==> src/rtl/reset_sequencer_if.sv <==
// Reset sequencer bus: raw lock and software reset in, staged resets and status out.
// master drives locked/sw_reset and observes the outputs; slave is the sequencer.
interface reset_sequencer_if #(
    parameter int NUM_STAGES = 3
);
    logic                  locked;
    logic                  sw_reset;
    logic [NUM_STAGES-1:0] stage_reset;
    logic                  running;
    logic                  led_status;

    modport master (
        output locked,
        output sw_reset,
        input  stage_reset,
        input  running,
        input  led_status
    );

    modport slave (
        input  locked,
        input  sw_reset,
        output stage_reset,
        output running,
        output led_status
    );
endinterface

==> src/rtl/reset_sequencer.sv <==
// Power-on / lock-loss reset sequencer: filters PLL lock, holds, then releases
// NUM_STAGES reset domains in index order with a fixed gap between them.
// Ports: clk, reset (async, active-high), bus (slave): locked, sw_reset in;
// stage_reset[NUM_STAGES-1:0], running, led_status out.
// Optional: define RESET_SEQ_HEARTBEAT_EN for a heartbeat on led_status.
module reset_sequencer #(
    parameter int NUM_STAGES  = 3,
    parameter int HOLD_CYCLES = 16,
    parameter int STAGE_GAP   = 4,
    parameter int LOCK_FILTER = 8,
    parameter int HB_BITS     = 22
) (
    input  logic             clk,
    input  logic             reset,
    reset_sequencer_if.slave bus
);
    localparam int LW = $clog2(LOCK_FILTER) + 1;
    localparam int HW = $clog2(HOLD_CYCLES) + 1;
    localparam int GW = $clog2(STAGE_GAP) + 1;

    localparam logic [LW-1:0] LOCK_LAST = LW'(LOCK_FILTER - 1);
    localparam logic [HW-1:0] HOLD_LAST = HW'(HOLD_CYCLES - 1);
    localparam logic [GW-1:0] GAP_LAST  = GW'(STAGE_GAP - 1);

    localparam logic [NUM_STAGES-1:0] ALL_ON    = {NUM_STAGES{1'b1}};
    localparam logic [NUM_STAGES-1:0] LAST_ONLY =
        NUM_STAGES'(1) << (NUM_STAGES - 1);

    if (NUM_STAGES < 1 || HOLD_CYCLES < 1 || STAGE_GAP < 1 ||
        LOCK_FILTER < 1 || HB_BITS < 1) begin : g_bad_params
        $error("reset_sequencer: all parameters must be >= 1");
    end

    typedef enum logic [1:0] {
        WAIT_LOCK,
        HOLD,
        RELEASE,
        RUN
    } state_t;

    state_t                state_q, state_d;
    logic [1:0]            sync_q;
    logic [LW-1:0]         lock_cnt_q, lock_cnt_d;
    logic [HW-1:0]         hold_cnt_q, hold_cnt_d;
    logic [GW-1:0]         gap_cnt_q, gap_cnt_d;
    logic [NUM_STAGES-1:0] sr_q, sr_d;
    logic                  running_q, running_d;
    logic                  lock_s;

    assign lock_s = sync_q[1];

    always_ff @(posedge clk or posedge reset) begin
        if (reset) begin
            sync_q     <= '0;
            state_q    <= WAIT_LOCK;
            lock_cnt_q <= '0;
            hold_cnt_q <= '0;
            gap_cnt_q  <= '0;
            sr_q       <= ALL_ON;
            running_q  <= 1'b0;
        end else begin
            sync_q     <= {sync_q[0], bus.locked};
            state_q    <= state_d;
            lock_cnt_q <= lock_cnt_d;
            hold_cnt_q <= hold_cnt_d;
            gap_cnt_q  <= gap_cnt_d;
            sr_q       <= sr_d;
            running_q  <= running_d;
        end
    end

    // Released stages form a run of zeros growing from bit 0, so every
    // release is a left shift; a higher bit can never clear before a lower one.
    always_comb begin
        state_d    = state_q;
        lock_cnt_d = lock_cnt_q;
        hold_cnt_d = hold_cnt_q;
        gap_cnt_d  = gap_cnt_q;
        sr_d       = sr_q;
        running_d  = running_q;

        unique case (state_q)
            WAIT_LOCK: begin
                sr_d      = ALL_ON;
                running_d = 1'b0;
                if (!lock_s) begin
                    lock_cnt_d = '0;
                end else if (lock_cnt_q == LOCK_LAST) begin
                    state_d    = HOLD;
                    hold_cnt_d = '0;
                    lock_cnt_d = '0;
                end else begin
                    lock_cnt_d = lock_cnt_q + 1'b1;
                end
            end
            HOLD: begin
                if (hold_cnt_q == HOLD_LAST) begin
                    sr_d      = sr_q << 1;
                    gap_cnt_d = '0;
                    if (NUM_STAGES == 1) begin
                        state_d   = RUN;
                        running_d = 1'b1;
                    end else begin
                        state_d = RELEASE;
                    end
                end else begin
                    hold_cnt_d = hold_cnt_q + 1'b1;
                end
            end
            RELEASE: begin
                if (gap_cnt_q == GAP_LAST) begin
                    gap_cnt_d = '0;
                    sr_d      = sr_q << 1;
                    if (sr_q == LAST_ONLY) begin
                        state_d   = RUN;
                        running_d = 1'b1;
                    end
                end else begin
                    gap_cnt_d = gap_cnt_q + 1'b1;
                end
            end
            RUN: begin
                sr_d = '0;
            end
            default: begin
                state_d = WAIT_LOCK;
            end
        endcase

        // Lock loss outranks a software request: a lost PLL must re-qualify.
        if (state_q != WAIT_LOCK) begin
            if (!lock_s) begin
                state_d    = WAIT_LOCK;
                lock_cnt_d = '0;
                sr_d       = ALL_ON;
                running_d  = 1'b0;
            end else if (bus.sw_reset) begin
                state_d    = HOLD;
                hold_cnt_d = '0;
                sr_d       = ALL_ON;
                running_d  = 1'b0;
            end
        end
    end

    assign bus.stage_reset = sr_q;
    assign bus.running     = running_q;

`ifdef RESET_SEQ_HEARTBEAT_EN
    logic [HB_BITS-1:0] hb_q, hb_d;

    always_comb begin
        hb_d = '0;
        if (state_q == RUN && state_d == RUN) begin
            hb_d = hb_q + 1'b1;
        end
    end

    always_ff @(posedge clk or posedge reset) begin
        if (reset) begin
            hb_q <= '0;
        end else begin
            hb_q <= hb_d;
        end
    end

    assign bus.led_status = running_q & hb_q[HB_BITS-1];
`else
    assign bus.led_status = running_q;
`endif
endmodule
==> src/flat_wrapper.sv <==
// flat-port wrapper written by rule: the top's interface ports become plain ports
module reset_sequencer_flat 
#(
    parameter int NUM_STAGES  = 3,
    parameter int HOLD_CYCLES = 16,
    parameter int STAGE_GAP   = 4,
    parameter int LOCK_FILTER = 8,
    parameter int HB_BITS     = 22
)
  (clk, reset, bus_locked, bus_sw_reset, bus_stage_reset, bus_running, bus_led_status);
  reset_sequencer_if #(.NUM_STAGES(NUM_STAGES)) bus_i ();
  input  logic clk;
  input  logic reset;
  input wire logic [$bits(bus_i.locked)-1:0] bus_locked;
  input wire logic [$bits(bus_i.sw_reset)-1:0] bus_sw_reset;
  output wire logic [$bits(bus_i.stage_reset)-1:0] bus_stage_reset;
  output wire logic [$bits(bus_i.running)-1:0] bus_running;
  output wire logic [$bits(bus_i.led_status)-1:0] bus_led_status;
  assign bus_i.locked = bus_locked;
  assign bus_i.sw_reset = bus_sw_reset;
  assign bus_stage_reset = bus_i.stage_reset;
  assign bus_running = bus_i.running;
  assign bus_led_status = bus_i.led_status;
  reset_sequencer #(.NUM_STAGES(NUM_STAGES), .HOLD_CYCLES(HOLD_CYCLES), .STAGE_GAP(STAGE_GAP), .LOCK_FILTER(LOCK_FILTER), .HB_BITS(HB_BITS)) u_core (.clk(clk), .reset(reset), .bus(bus_i));
endmodule
==> config.mk <==
export PLATFORM = sky130hd
export DESIGN_NAME = reset_sequencer_flat
export DESIGN_NICKNAME = d
export VERILOG_FILES = /design/src/rtl/reset_sequencer_if.sv /design/src/rtl/reset_sequencer.sv /design/src/flat_wrapper.sv
export SDC_FILE = /design/constraint.sdc
export NUM_CORES = 1
export LEC_CHECK = 0
export CORE_UTILIZATION = 55
export CTS_BUF_LIST = sky130_fd_sc_hd__clkbuf_16
export CTS_CLUSTER_SIZE = 28
export DETAILED_ROUTE_END_ITERATION = 6
export HOLD_SLACK_MARGIN = 0.08
export PLACE_DENSITY = 0.87
export SETUP_SLACK_MARGIN = 0.3
export SYNTH_ARGS = -nofsm -noshare
export SYNTH_HDL_FRONTEND = slang
export SYNTH_SLANG_ARGS = --single-unit
export TNS_END_PERCENT = 50
==> constraint.sdc <==
create_clock -name clk -period 2.3 [get_ports clk]
set_input_delay 0.46 -clock clk [delete_from_list [all_inputs] [get_ports clk]]
set_output_delay 0.46 -clock clk [all_outputs]
set_load 0.02 [all_outputs]
==> impl_metrics.toml, run 1 <==
[logic_synthesis]
synth_fp_nets = 111
synth_top_area_frac = 0.414
synth_common_cells = "dfrtp_1 (17), nand2_1 (16), nand3_1 (7), o21ai_0 (7), a21oi_1 (5)"
yosys.cell_types.count = 40
yosysMostFrequentCell = "dfrtp_1"
synthArstFlopShare = 1.00
ys_seq_elements = 20
seq_area_frac_synth = 0.490
synth_top_area_cell = "dfrtp_1"
synth_edf_count = 0
syn_area_um2 = 1030
synthFlopType = "dfrtp_1"
yosys_warnings = 0
postSynthAreaPerCell_um2 = 9.89
synth.area.top_cells = "dfrtp_1 (41%), dfstp_2 (7.7%), nand2_1 (5.8%)"
synthCells = 104

[route]
ant_nets = 0
drt_iter0_markers = 37
drc = 0
vias_per_cell = 5.97
drt-wirelength-per-cell_um = 14.8
vias = 818
finalWirelength_um = 2030
drt_pass1_iterations = 4

[pwr]
seqPwrFrac = 0.493
p_comb_frac = 0.068
p_per_area_nw_per_um2 = 674
p_sw_frac = 0.219
max-vdd-ir-drop_uv = 543
internal_power_mw = 0.631
power.leakage_nw = 0.495
clkPwrFrac = 0.439
net-switching-power_mw = 0.177

[layout]
final_nets = 120
regArea_um2 = 504
multiInputGateArea_um2 = 489
layout-drive-gt1-share = 0.107
area_growth_pct = 16.5
diodes = 0
final.fill_count = 135
final_core_util = 0.687

[timing]
setup_viol = 0
fin_worst_skew_ns = 0.00376
final.period_utilization = 0.809
tightest_slew_ns = 0.509
tns_ns = 0
relSlewSlack = 0.656
fin_crit_ns = 1.86
hold_viol = 0
max_freq_mhz = 538
rsz0062_at_grt = "no"
slew_violations = 0

[critical_path]
critPathMaxFanout = 4
cp-end-kind = "output port"
worst-path-buf-inv = 1
arrival_ns = 1.40
path_delay_family = "buffers and inverters"
critPathLaunchType = "register"
critPathKind = "reg2out"
path_cells = "clkdlybuf4s50_1"
required_ns = 1.84
critical-path-max-stage-delay_ns = 0.60
critPathSlowestCell = "clkdlybuf4s50_1"

[clock_tree]
clk_pin_slew_ns = 0.06
cts_sinks = 20
cts_made_buffers = 3
cts_setup_buffers = 0
post_cts_resized = 0
cts_tree = "done"
root_buffer = "clkbuf_16"
htreeDepth = 1
clk_path_buf_depth = 2
holdBufCountCts = 0
clkLatencyLatePin_ns = 0.25

[global_routing]
grt_pass1_vias = 737
grt_max_degree = 21
antenna_found_initial = 0
grtUsageTotal = 0.234
grt_pass1_wl_um = 3330
gr-total-overflow = 0

[die]
ioPinCount = 9
start_util = 0.589
die_y_um = 45.2
die-area_um2 = 2050
design.core.area_um2 = 1750
rows = 15
die_w_um = 45.2

[placement]
hpwlAfterDp_um = 1380
place_congestion = 0.914
port_buffers = 8

[run_status]
run_status = "completed"

[job]
cap_violations = 0

[hold_path]
hp-class = "reg2reg"
==> registers in the layout, summed over array words and instances, names as in the netlist <==
signal,cells
u_core.hold_cnt_q,5
u_core.bus.stage_reset,3
u_core.sync_q,2
u_core.gap_cnt_q,3
u_core.bus.led_status,1
u_core.state_q,2
u_core.lock_cnt_q,4
==> cell usage in the layout, fill, tap and decap left out, types with 2 or more instances in the layout <==
master,n
inv_1,2
o21ai_0,7
dfrtp_1,17
nor2b_1,3
dfstp_2,3
clkdlybuf4s50_1,8
nand3_1,7
or3_1,2
a21boi_0,3
clkbuf_16,3
a211oi_1,2
nor2_1,3
nand2b_1,2
nand2_1,16
ha_1,3
a21oi_1,5
nand4_1,2
==> routing by layer <==
| metal | GRT usage | vias up | part of all wire |
|---|---|---|---|
| li1 | - | 384 | - |
| met1 | 0.315 | 403 | 0.45 |
| met2 | 0.371 | 29 | 0.49 |
| met3 | 0.0360 | 2 | 0.055 |
| met4 | 0.109 | 0 | 0.0049 |
| met5 | 0 | - | 0 |
==> cells by family after synthesis <==
group | synth area share
DFF | 0.490
AOI/OAI and AO/OA | 0.174
buffers and inverters | 0.0341
and+or+nand+nor | 0.236
adders and majority gates | 0.0462
muxes | 0.0109
xor gates and xnor gates | 0.00852
==> layout make-up <==
class                           instances  share of cell area
Sequential cell                        20               0.421
Multi-Input combinational cell         77               0.408
Inverter                                2             0.00626
Clock inverter                          1             0.00313
Clock buffer                            3              0.0626
Timing Repair Buffer                    9              0.0731
Tap cell                               25              0.0261
==> worst paths after layout <==
kind                                           startpoint                        end  slack [ns]  depth (start not counted)
worst max-delay path            u_core.bus.stage_reset[1]         bus_stage_reset[1]        0.44                          1
worst min-delay path                     u_core.sync_q[0]           u_core.sync_q[1]        0.35                          0
worst max register to register       u_core.hold_cnt_q[0]          u_core.state_q[0]        0.61                          5
worst min register to register           u_core.sync_q[0]           u_core.sync_q[1]        0.35                          0
max in group asynchronous                           reset  u_core.bus.stage_reset[0]        1.50                          3
min in group asynchronous                           reset          u_core.state_q[0]        0.53                          3
==> power by group through the flow <==
| stage | combinational (mW) | sequential (mW) | clock, mW |
|---|---|---|---|
| after floorplan | 0.0405 | 0.394 | 0 |
| after global placement | 0.0507 | 0.401 | 0 |
| after detailed placement | 0.0536 | 0.403 | 0 |
| after CTS | 0.0554 | 0.397 | 0.361 |
| after global routing | 0.0627 | 0.401 | 0.374 |
| final | 0.0553 | 0.398 | 0.355 |
==> per-stage QoR <==
step	worst slack [ns]	power [mW]	cell area [µm²]	hold WS [ns]	std cells
after floorplan	0.777	0.434	1030	0.331	104
after global placement	0.628	0.451	1120	0.337	133
after detailed placement	0.560	0.456	1120	0.341	133
after CTS	0.432	0.814	1200	0.353	137
after global routing	0.414	0.837	1200	0.362	137
final	0.440	0.808	1200	0.348	137
Note: power is estimated with default switching activity, not from simulation.
==> run 2, diff against run 1 <==
- clock period: 2.3 -> 1.8 ns (I/O delays scaled with it)
==> run 2 against run 1 <==
Wire length increased by 15%; worst hold slack improved by 0.017 ns; setup slack got worse by 0.15 ns; combinational power increased by 52%; cell count increased by 6.6%; register-to-register slack got worse by 0.32 ns; sequential power increased by 29%; power increased by 31%; count of clock-buffer cells in the layout unchanged; design area increased by 7.9%; critical path type is now reg2reg; critical endpoint is now u_core.state_q[0]; largest cell class is now multi-input gates; highest routed layer unchanged.
==> impl_metrics.toml, run 2 (synthesized netlist as in run 1, its figures left out) <==
[die]
design.core.area_um2 = 1750
die_y_um = 45.2
die_w_um = 45.2
die-area_um2 = 2050
start_util = 0.589
ioPinCount = 9
rows = 15

[timing]
slew_violations = 0
rsz0062_at_grt = "yes"
setup_viol = 0
fin_crit_ns = 1.51
tightest_slew_ns = 0.297
fin_worst_skew_ns = 0.00431
relSlewSlack = 0.802
max_freq_mhz = 663
hold_viol = 0
final.period_utilization = 0.838
tns_ns = 0

[placement]
post_dp_cell_area_um2 = 1140
hpwlAfterDp_um = 1460
place_congestion = 0.811
port_buffers = 8

[clock_tree]
clk_path_buf_depth = 2
holdBufCountCts = 0
cts_sinks = 20
clk_pin_slew_ns = 0.06
clkLatencyLatePin_ns = 0.25
cts_made_buffers = 3
htreeDepth = 1
cts_tree = "done"
root_buffer = "clkbuf_16"

[layout]
layout.cells.most_common_list = "nand2_1 (16), dfrtp_1 (13), buf_4 (10)"
regArea_um2 = 509
final.fill_count = 130
final_nets = 129
top_regs = "u_core.hold_cnt_q (5), u_core.lock_cnt_q (4)"
layout-drive-gt1-share = 0.231
stdcell_area_um2 = 1290
final_common_cell = "nand2_1"
area_growth_pct = 25.8
final_core_util = 0.741
multiInputGateArea_um2 = 517
largest_reg_flops = 5
diodes = 0
largest_register = "u_core.hold_cnt_q"

[route]
finalWirelength_um = 2340
drt_pass1_iterations = 4
drt_iter0_markers = 17
drt-wirelength-per-cell_um = 16.0
ant_nets = 0
vias = 847
drc = 0
vias_per_cell = 5.80

[critical_path]
cp-end-kind = "register"
rr_worst_depth = 4
arrival_ns = 1.64
critical-path-max-stage-delay_ns = 0.41
critPathKind = "reg2reg"
critPathMaxFanout = 4
required_ns = 1.93
critPathLaunchType = "register"
critPathSlowestCell = "dfrtp_1"
path_cells = "ha_1 > and3b_1 > a31o_1 > o31a_1"

[pwr]
p_per_area_nw_per_um2 = 817
power.leakage_nw = 0.545
power.total_mw = 1.06
max-vdd-ir-drop_uv = 706

[global_routing]
grt_pass1_vias = 798
grt_max_degree = 21
gr-total-overflow = 0
grtUsageTotal = 0.251
antenna_found_initial = 0
grt_pass1_wl_um = 3520

[hold_path]
min_path_cells = 0
hp-class = "reg2reg"

[job]
cap_violations = 0

[run_status]
run_status = "completed"
==> run 2: changes by cell type in the layout (fill, tap and decap cells not counted), sizes merged <==
cell and change:
clkdlybuf4s50 -5, dlygate4sd2 +4, buf +9, clkinv -1
clkdlybuf4s15 +1, inv +1
==> run 2: area by class of cell <==
type / count / area share
clock buffers: 3 / 0.0580
clock inverters: 1 / 0.00290
inverters: 2 / 0.00580
multi-input cells: 77 / 0.399
flip-flops and latches: 20 / 0.394
well taps: 25 / 0.0242
repair buffers: 18 / 0.116
==> run 2: where the power goes <==
| group | switching [mW] | total (mW) | internal (mW) | leakage (nW) |
|---|---|---|---|---|
| clock network | 0.163 | 0.459 | 0.296 | 0.0423 |
| registers | 0.0370 | 0.515 | 0.477 | 0.245 |
| logic | 0.0391 | 0.0839 | 0.0448 | 0.257 |
| total | 0.239 | 1.06 | 0.818 | 0.545 |
==> run 2: routing by layer <==
layer / vias up / share of wire / GRT usage
met5: - / 0 / 0
met2: 17 / 0.50 / 0.388
met3: 5 / 0.033 / 0.0600
met4: 0 / 0.020 / 0.127
li1: 404 / - / -
met1: 421 / 0.44 / 0.328
==> run 2: final timing paths <==
path | from | to | slack (ns)
max in group asynchronous | reset | u_core.bus.stage_reset[2] | 1.09
hold reg to reg | u_core.sync_q[0] | u_core.sync_q[1] | 0.36
setup reg to reg | u_core.lock_cnt_q[0] | u_core.state_q[0] | 0.29
setup / recovery | u_core.lock_cnt_q[0] | u_core.state_q[0] | 0.29
hold / removal | u_core.sync_q[0] | u_core.sync_q[1] | 0.36
min in group asynchronous | reset | u_core.lock_cnt_q[1] | 0.44
==> run 2: what timing repair did <==
item	in CTS	in global routing
setup buffers	0	7
resized for setup	5	8
setup endpoints to repair	10	15
pin swaps	0	2
==> run 2: worst max-delay path: cells and delay by family (launching register included) <==
kind / cells / cell delay (ns)
compound gates: 2 / 0.51
simple gates: 1 / 0.23
fa+ha+maj: 1 / 0.24
flops: 1 / 0.41
==> run 2: per-stage QoR <==
stage | hold WS [ns] | setup WS [ns] | instances
after floorplan | 0.322 | 0.352 | 104
after global placement | 0.338 | 0.181 | 135
after detailed placement | 0.351 | 0.167 | 135
after CTS | 0.364 | 0.176 | 139
after global routing | 0.371 | 0.258 | 146
final | 0.364 | 0.291 | 146
